--- src/rtl/led_pkg.sv ---
// led_pkg: shared FSM state type and default parameter values for the LED status controller
package led_pkg;
  typedef enum logic {LAMP, RUN} state_t;
  localparam int NUM_LEDS_D    = 16;
  localparam int NUM_PAGES_D   = 8;
  localparam int NUM_STICKY_D  = 8;
  localparam int PWM_W_D       = 8;
  localparam int BLINK_W_D     = 24;
  localparam int LAMP_CYCLES_D = 1024;
endpackage

--- src/rtl/led_pwm.sv ---
// led_pwm: free-running PWM counter with duty compare and period-end strobe
// Ports: sysclk/reset_n clock and async low reset; brightness duty value;
//        pwm_on duty-active flag; period_end high on the last count of a period.
module led_pwm import led_pkg::*; #(
  parameter int PWM_W = PWM_W_D
) (
  input  logic             sysclk,
  input  logic             reset_n,
  input  logic [PWM_W-1:0] brightness,
  output logic             pwm_on,
  output logic             period_end
);
  logic [PWM_W-1:0] pwm_cnt;
  always_ff @(posedge sysclk or negedge reset_n)
    if (!reset_n) pwm_cnt <= '0;
    else pwm_cnt <= pwm_cnt + 1'b1;
  // full-scale brightness holds the LEDs solidly on instead of losing one count per period
  assign pwm_on = &brightness || pwm_cnt < brightness;
  assign period_end = &pwm_cnt;
endmodule

--- src/rtl/led_status_ctrl.sv ---
// led_status_ctrl: paged LED display with PWM dimming, blink gating, sticky flags and lamp test
// Ports: sysclk/reset_n clock and async low reset; page_data flattened pages;
//        page_sel requested page (NUM_PAGES = sticky page); brightness PWM duty;
//        blink_mask blink-gated LEDs; sticky_set/sticky_clr flag control;
//        lamp_test_req lamp test pulse; led registered drive; sticky_q flags;
//        active_page displayed page; lamp_active high during lamp test.
module led_status_ctrl import led_pkg::*; #(
  parameter  int NUM_LEDS    = NUM_LEDS_D,
  parameter  int NUM_PAGES   = NUM_PAGES_D,
  parameter  int NUM_STICKY  = NUM_STICKY_D,
  parameter  int PWM_W       = PWM_W_D,
  parameter  int BLINK_W     = BLINK_W_D,
  parameter  int LAMP_CYCLES = LAMP_CYCLES_D,
  localparam int SEL_W       = $clog2(NUM_PAGES + 1)
) (
  input  logic                          sysclk,
  input  logic                          reset_n,
  input  logic [NUM_PAGES*NUM_LEDS-1:0] page_data,
  input  logic [SEL_W-1:0]              page_sel,
  input  logic [PWM_W-1:0]              brightness,
  input  logic [NUM_LEDS-1:0]           blink_mask,
  input  logic [NUM_STICKY-1:0]         sticky_set,
  input  logic [NUM_STICKY-1:0]         sticky_clr,
  input  logic                          lamp_test_req,
  output logic [NUM_LEDS-1:0]           led,
  output logic [NUM_STICKY-1:0]         sticky_q,
  output logic [SEL_W-1:0]              active_page,
  output logic                          lamp_active
);
  localparam int LAMP_W = $clog2(LAMP_CYCLES + 1);
  state_t              state;
  logic [LAMP_W-1:0]   lamp_cnt;
  logic [BLINK_W-1:0]  blink_cnt;
  logic [NUM_LEDS-1:0] sel_q;
  logic [NUM_LEDS-1:0] sel_d;
  logic                pwm_on;
  logic                period_end;
  logic                blink_phase;
  int                  pidx;
  led_pwm #(.PWM_W(PWM_W)) u_pwm (
    .sysclk(sysclk),
    .reset_n(reset_n),
    .brightness(brightness),
    .pwm_on(pwm_on),
    .period_end(period_end)
  );
  assign blink_phase = blink_cnt[BLINK_W-1];
  assign lamp_active = state == LAMP;
  // index is clamped so the part-select never reaches past page_data
  assign pidx = int'(active_page) < NUM_PAGES ? int'(active_page) : 0;
  always_comb
    sel_d = int'(active_page) < NUM_PAGES  ? page_data[pidx*NUM_LEDS +: NUM_LEDS] :
            int'(active_page) == NUM_PAGES ? NUM_LEDS'(sticky_q) : '0;
  always_ff @(posedge sysclk or negedge reset_n)
    if (!reset_n) begin
      blink_cnt   <= '0;
      active_page <= '0;
      sel_q       <= '0;
      sticky_q    <= '0;
    end else begin
      blink_cnt   <= blink_cnt + 1'b1;
      // pages switch only at PWM period boundaries so a period never mixes two pages
      active_page <= period_end ? page_sel : active_page;
      sel_q       <= sel_d;
      sticky_q    <= sticky_set | (sticky_q & ~sticky_clr);
    end
  always_ff @(posedge sysclk or negedge reset_n)
    if (!reset_n) begin
      state    <= LAMP;
      lamp_cnt <= '0;
      led      <= '0;
    end else if (state == LAMP) begin
      led      <= '1;
      lamp_cnt <= lamp_cnt + 1'b1;
      if (lamp_cnt == LAMP_W'(LAMP_CYCLES - 1)) state <= RUN;
    end else begin
      led <= sel_q & {NUM_LEDS{pwm_on}} & ~(blink_mask & {NUM_LEDS{~blink_phase}});
      if (lamp_test_req) begin
        state    <= LAMP;
        lamp_cnt <= '0;
      end
    end
endmodule

--- config.mk ---
export PLATFORM = sky130hd
export DESIGN_NAME = led_status_ctrl
export DESIGN_NICKNAME = d
export VERILOG_FILES = /design/src/rtl/led_pkg.sv /design/src/rtl/led_pwm.sv /design/src/rtl/led_status_ctrl.sv
export SDC_FILE = /design/constraint.sdc
export NUM_CORES = 1
export LEC_CHECK = 0
export ABC_AREA = 1
export CAP_MARGIN = 20
export CORE_MARGIN = 3
export CORE_UTILIZATION = 47
export DETAILED_ROUTE_END_ITERATION = 10
export GPL_TIMING_DRIVEN = 1
export PLACE_DENSITY = 0.89
export SLEW_MARGIN = 20
export SYNTH_ARGS = -nofsm -noshare
export SYNTH_HDL_FRONTEND = slang
export SYNTH_SLANG_ARGS = --single-unit
--- constraint.sdc ---
create_clock -name sysclk -period 4.7 [get_ports sysclk]
set_clock_uncertainty 0.1 [all_clocks]
set_input_delay 0.705 -clock sysclk [delete_from_list [all_inputs] [get_ports sysclk]]
set_output_delay 0.705 -clock sysclk [all_outputs]
set_load 0.05 [all_outputs]
After elaboration in Yosys (flattened, before gate mapping) --
Cells that the tools add are included.
Word-level totals: register bits 88, bits of input ports 175, output and inout bits 29
Cells by class: add/sub/neg operators 3, $lt $le $gt $ge 2, equal/unequal tests 3, shifts and indexed selects 1, multiplexer cells 9, bitwise logic cells 9, reductions and logical operators 3
Operators by type and width (number):
- indexed part select 128 x 9 -> 16 bit | 1
- AND 16 bit | 3
- two-way mux 16 bit | 2
- adder 24 x 1 -> 24 bit (second input constant) | 1
- two-way mux 11 bit | 2
- inverter 16 bit | 1
- AND reduction 8 bit | 2
- adder 11 x 1 -> 11 bit (second input constant) | 1
- equality test 11 x 10 -> 1 bit (second input constant) | 1
- adder 8 x 1 -> 8 bit (second input constant) | 1
- AND 8 bit | 1
- < comparator 8 bit | 1
- two-way mux 8 bit | 1
- inverter 8 bit | 1
- OR 8 bit | 1
- equality test 4 bit (second input constant) | 1
- < comparator 4 bit (second input constant) | 1
- two-way mux 4 bit | 1
- two-way mux 1 bit | 3
- != test 2 bit (second input constant) | 1
- inverter 1 bit | 2
- logical OR 1 bit | 1

Logic depth before layout (Yosys ltp) --
Gate-level depths: netlist of run 1.
depth in word-level cells 5, depth in mapped cells 12, mapped depth without buffers 11

Hierarchy --
A second synthesis of run 1 with hierarchy kept.
Second synthesis, totals: cells, all modules 764, area, all modules 5412.7 um^2
By module, submodules not included:
- led_status_ctrl | times used 1, cells an instance 699, area each 4879.7 um^2, sequential area each 2001.9 um^2
- led_pwm | times used 1, cells an instance 65, area each 533.0 um^2, sequential area each 200.2 um^2

Least setup slack after synthesis of run 1 --
No wires, ideal clock.
path kind input to register, from in brightness[5], to reg led[10], setup time 0.068 ns, arrival time 1.793 ns, setup slack 2.739 ns, cell stages on the path 10, buffers on the path 1, cells stage by stage inv_1 > ha_1 > a21oi_1 > nor2_1 > nor3_1 > nand2_1 > nand2_1 > buf_4 > nand2_1 > nand2_1
Between the ends: word-level cells in the longest chain between the ends 5, elaborated cells between the ends (all ways) 6
Ends and longest elaborated chain:
- start, declared | RTL line led_status_ctrl.sv:20 | input logic [PWM_W-1:0] brightness,
- < comparator 8 bit or AND reduction 8 bit (tied branches) | RTL line led_pwm.sv:18 | assign pwm_on = &brightness || pwm_cnt < brightness;
- logical OR 1 bit * | RTL line led_pwm.sv:18
- AND 16 bit * (2 in a row) | RTL line led_status_ctrl.sv:77 | led <= sel_q & {NUM_LEDS{pwm_on}} & ~(blink_mask & {NUM_LEDS{~blink_phase}});
- two-way mux 16 bit * | RTL line led_status_ctrl.sv:72 | end else if (state == LAMP) begin
- end signal, assigned | RTL line led_status_ctrl.sv:77
- end, declared | RTL line led_status_ctrl.sv:25 | output logic [NUM_LEDS-1:0] led,
Mark *: on every way between the ends. The rest lies on a longest branch, timed or not. A chain may end at the register's enable or synchronous reset.

Worst setup path after layout of run 1 --
from reg state, to out lamp_active
Between the ends: word-level cells in the longest chain between the ends 1
Ends and longest elaborated chain:
- start, declared | RTL line led_status_ctrl.sv:31 | state_t state;
- start signal, assigned | RTL line led_status_ctrl.sv:69 | state <= LAMP;
- start signal, assigned | RTL line led_status_ctrl.sv:75 | if (lamp_cnt == LAMP_W'(LAMP_CYCLES - 1)) state <= RUN;
- start signal, assigned | RTL line led_status_ctrl.sv:79 | state <= LAMP;
- inverter 1 bit
- end, declared | RTL line led_status_ctrl.sv:28 | output logic lamp_active
Every way passes these cells.

==> flow_summary.ini, run 1 <==
[finish]
postLayoutCellArea_mm2 = 0.00728
layout_commonest_cell = clkdlybuf4s50_1
fin_nets = 1012
syn_to_final_growth_pct = 47.3
drive_above_1_share = 0.0421
layout_common_cells = clkdlybuf4s50_1 (202), nand2_1 (171), dfrtp_1 (88), nor2_1 (61), nand3_1 (60)

[die]
core_area_mm2 = 0.0100
rows = 36
die_area_mm2 = 0.0118
die_w_um = 109
start_util = 0.494
pin_count = 204
die_y_um = 109

[place]
dp_hpwl_um = 12000
place_area_mm2 = 0.00703
place_congestion = 0.925
port_buffers = 203
pre_cts_ws_ps = 1850

[sta]
rsz0062_at_grt = false
finalCritPeriodShare = 0.693
maxSlewHeadroom = 0.418
final-hold-violation-count = 0
tightest_slew_ps = 873
period_needed_ps = 3260
drv_slew = 0
fmax_ghz = 0.307
setup_slack_ps = 1440
finalSetupViolCount = 0
finalSetupTns_ps = 0

[worst_setup_path]
start_kind = register
end_kind = output port
path_cells = clkinv_1 -> clkdlybuf4s50_1
path_class = register to output port
path_max_fanout = 23
cp_data_arrival_time_ps = 2450
max_stage_delay_ps = 820
cp_top_family = buffers and inverters
cp_slowest_cell = dfrtp_1
worst_ep_required_time_ps = 3890
worst-path-buf-inv = 2

[power]
total_power_mw = 1.91
ir_worst_vdd_mv = 0.146
p_leak_nw = 3.29
power.density_mw_per_mm2 = 263

[routing]
wire_per_inst_um = 16.0
dr.pass1.iters = 5
first_iter_violations = 376
ant_nets = 0
drc_errors = 0
routed_wl_um = 15500
vias = 5100
via_per_inst = 5.28

[clocking]
postCtsHoldBufs = 0
cts.clk_slew.worst_paths_ps = 100
cts_tree = yes
cts.sink_count = 88
post_cts_resized = 0
post_cts_buffers = 0
clk_path_buf_depth = 2
clk-insertion-delay-late_ps = 360
cts_root_buf = clkbuf_8
cts_buffers = 9
cts.htree.levels = 3

[yosys]
avgSynthCellArea_um2 = 7.77
yosysWarningCount = 0
synth_fa_ha_area_frac = 0.0253
synthCells = 636
synth_area_mm2 = 0.00494
yosysSeqAreaShare = 0.445
muxShareOfSynthArea = 0
synth_top_family_by_area = simple AND/OR/NAND/NOR gates
synthDistinctLibCells = 34
synth-compound-area-share = 0.135
synth_simple_gate_area_frac = 0.281
syn_nets = 821
ys_seq_elements = 88
synth_xor_area_frac = 0.0425

[hold_path]
hold_class = input pin to asynchronous set/reset pin

[grt]
first_global_vias = 5091
grt_pass1_wl_um = 24300
antenna_found_initial = 0
gr-total-overflow = 0
track_usage = 0.263
grt_max_degree = 89

[job]
cap_violations = 0

[run_status]
run_status = completed
==> power by group <==
| part | switching [mW] | total (mW) | internal, mW |
|---|---|---|---|
| combinational | 0.193 | 0.418 | 0.224 |
| sequential | 0.0428 | 0.852 | 0.809 |
| clock | 0.283 | 0.643 | 0.360 |
| total | 0.519 | 1.91 | 1.39 |
==> stage by stage <==
stage               hold slack [ps]  utilization  cells
finish                          295        0.728    966
global route                    342        0.728    965
CTS                             362        0.727    965
detailed placement              349        0.703    949
global placement                336        0.703    949
floorplan                       309            -    636
==> path summary, 6_finish.rpt <==
path,from,end,slack [ps],depth (start not counted)
hold reg to reg,blink_cnt[0]$_DFF_PN0_,blink_cnt[0]$_DFF_PN0_,360,1
hold / removal,reset_n,blink_cnt[1]$_DFF_PN0_,300,1
setup / recovery,state$_DFF_PN0_,lamp_active,1440,2
min in group sysclk,blink_cnt[0]$_DFF_PN0_,blink_cnt[0]$_DFF_PN0_,360,1
max in group asynchronous,reset_n,sel_q[2]$_DFF_PN0_,3670,1
setup reg to reg,active_page[0]$_DFFE_PN0P_,sel_q[9]$_DFF_PN0_,2210,6
==> layer usage <==
| layer | track usage | share of wire | wire, um |
|---|---|---|---|
| met3 | 0.0734 | 0.075 | 1170 |
| met5 | 0 | 0 | 0 |
| met4 | 0.106 | 0.036 | 557 |
| met1 | 0.301 | 0.38 | 5900 |
| met2 | 0.461 | 0.51 | 7870 |
==> layout make-up <==
class	instances	area (um^2)
diodes	1	2.50
clock buffers	9	124
clock inverters	7	124
fillers	764	2720
inverters	59	221
multi-input cells	464	2390
flip-flops and latches	88	2200
well taps	133	166
repair buffers	205	2050
==> registers in the layout (all words and copies together) (netlist names) <==
name           flops
u_pwm.pwm_cnt      8
state              1
active_page        4
blink_cnt         24
sticky_q           8
sel_q             16
led               16
lamp_cnt          11
==> worst register-to-register path, stage by stage, from the launching register on <==
cell and delay (ps):
dfrtp_1 920, nand2_4 540, or2_2 490, o211ai_1 80
o211ai_1 110, nand2_1 100, inv_1 40
==> cells in the mapped netlist, drive strengths merged <==
cell type    n  area (um^2)
a32o         2         20.0
o211ai       4         30.0
a22o         7         61.3
nor3b        1         12.5
o21bai       8         60.1
o22ai       17          106
nand3       61          310
inv         58          218
nor3        10         50.1
xnor2        5         43.8
nor4         2         27.5
ha          10          125
xor2        19          166
or2          3         18.8
o21ai       41          205
clkbuf       6         22.5
nand3b       2         15.0
o21a         2         15.0
o31ai        1         7.51
a21oi        8         40.0
buf         19          108
nand4        5         31.3
clkinv       1         3.75
a21boi      16          120
nand2      172          653
dfrtp       88         2200
nor2        68          270
==> kinds of logic (layout without fill, tap and decap cells) <==
kind of cell             Yosys count  in the layout
AO/OA/AOI/OAI                    106            106
XOR/XNOR                          24             24
adder cells (fa/ha/maj)           10             10
buffers and inverters             84            280
flip-flops                        88             88
other                              0              1
AND/OR/NAND/NOR                  324            324
No activity file was read; power rests on OpenSTA's default activity.
==> run 2: changes to the inputs <==
CORE_UTILIZATION = 44   (was 47)
PLACE_DENSITY = 0.84   (was 0.89)
clock period = 3.4 ns   (was 4.7 ns; I/O delays follow)
==> flow_summary.ini, run 2 (synthesis gave the netlist of run 1 again) <==
[sta]
fin_hold_ws_ps = 91.4
setup_slack_ps = 442
rsz0062_at_grt = false
finalCritPeriodShare = 0.870
maxSlewHeadroom = 0.415
finalSetupViolCount = 0
tightest_slew_ps = 878
final-hold-violation-count = 0
fmax_ghz = 0.338
finalSetupTns_ps = 0
period_needed_ps = 2960
drv_slew = 0

[grt]
antenna_found_initial = 0
track_usage = 0.240
grt_max_degree = 89
grt_pass1_wl_um = 24500
first_global_vias = 5185
gr-total-overflow = 0

[clocking]
postCtsHoldBufs = 0
clk-insertion-delay-late_ps = 350
post_cts_resized = 0
post_cts_buffers = 0
cts_buffers = 9
cts_tree = yes
cts.sink_count = 88
cts.clk_slew.worst_paths_ps = 100
cts_root_buf = clkbuf_8
cts.htree.levels = 3
clk_path_buf_depth = 2

[finish]
postLayoutCellArea_mm2 = 0.00725
layout_common_cells = clkdlybuf4s50_1 (202), nand2_1 (171), dfrtp_1 (88), nor2_1 (61), nand3_1 (60)
instances_no_fill = 973
largest_reg_flops = 24
syn_to_final_growth_pct = 46.7
multi_input_comb_area_mm2 = 0.00239
largest_register = blink_cnt
diodes = 0
fin_util = 0.666
seq_area_mm2 = 0.00220
fin_nets = 1013
reg_top3 = blink_cnt x24, led x16, sel_q x16
fillers = 866
layout_commonest_cell = clkdlybuf4s50_1
drive_above_1_share = 0.0420

[routing]
dr.pass1.iters = 6
first_iter_violations = 367
wire_per_inst_um = 15.2
ant_nets = 0
routed_wl_um = 14800
vias = 5056
via_per_inst = 5.20
drc_errors = 0

[place]
dp_cells = 957
place_area_mm2 = 0.00704
pre_cts_ws_ps = 828
port_buffers = 203
dp_hpwl_um = 11800
place_congestion = 0.888

[worst_setup_path]
worst_ep_required_time_ps = 2790
cp_data_arrival_time_ps = 2350
path_cells = clkinv_1 -> clkdlybuf4s50_1
path_max_fanout = 23
end_kind = output port
worst-path-buf-inv = 2
start_kind = register
path_class = register to output port
cp_top_family = buffers and inverters
max_stage_delay_ps = 800
cp_slowest_cell = clkdlybuf4s50_1

[power]
p_leak_nw = 3.27
ir_worst_vdd_mv = 0.259
power.density_mw_per_mm2 = 343
total_power_mw = 2.49

[die]
start_util = 0.454
die_area_mm2 = 0.0125
die_y_um = 112
die_w_um = 112
pin_count = 204
core_area_mm2 = 0.0109
rows = 38

[job]
cap_violations = 0

[run_status]
run_status = completed

[hold_path]
hold_class = input pin to asynchronous set/reset pin
## run 2: final timing paths
| check | start | to | slack [ps] | cells after the start |
|---|---|---|---|---|
| max | state$_DFF_PN0_ | lamp_active | 440 | 2 |
| min | reset_n | blink_cnt[0]$_DFF_PN0_ | 90 | 1 |
| max reg2reg | active_page[0]$_DFFE_PN0P_ | sel_q[11]$_DFF_PN0_ | 830 | 7 |
| min reg2reg | blink_cnt[0]$_DFF_PN0_ | blink_cnt[0]$_DFF_PN0_ | 360 | 1 |
| max in group asynchronous | reset_n | sel_q[6]$_DFF_PN0_ | 2560 | 1 |
| min in group sysclk | blink_cnt[0]$_DFF_PN0_ | blink_cnt[0]$_DFF_PN0_ | 360 | 1 |
## run 2: power by group
group | leakage [nW] | internal [mW] | switching, mW | total [mW]
clock | 0.101 | 0.367 | 0.375 | 0.742
sequential | 1.04 | 1.12 | 0.0595 | 1.18
combinational | 2.13 | 0.310 | 0.260 | 0.570
## run 2: layout make-up
cell class / instances / share of cell area
clock buffers: 11 / 0.0195
clock inverters: 5 / 0.00880
inverters: 59 / 0.0305
multi-input cells: 464 / 0.330
flip-flops and latches: 88 / 0.304
well taps: 140 / 0.0242
repair buffers: 206 / 0.283
## run 2: worst register-to-register path, cell delays in order, from the launching register on
cell,delay (ps)
dfrtp_1,920
inv_2,80
nor2_2,680
buf_4,360
nand2_1,70
nand3_1,80
nand3_1,100
nand2_1,110
## run 2: metal layers
metal | part of all wire | global-route usage | up-vias
met5 | 0 | 0 | -
met4 | 0.034 | 0.0938 | 0
met3 | 0.061 | 0.0538 | 36
met2 | 0.51 | 0.424 | 174
li1 | - | - | 2461
met1 | 0.39 | 0.285 | 2385
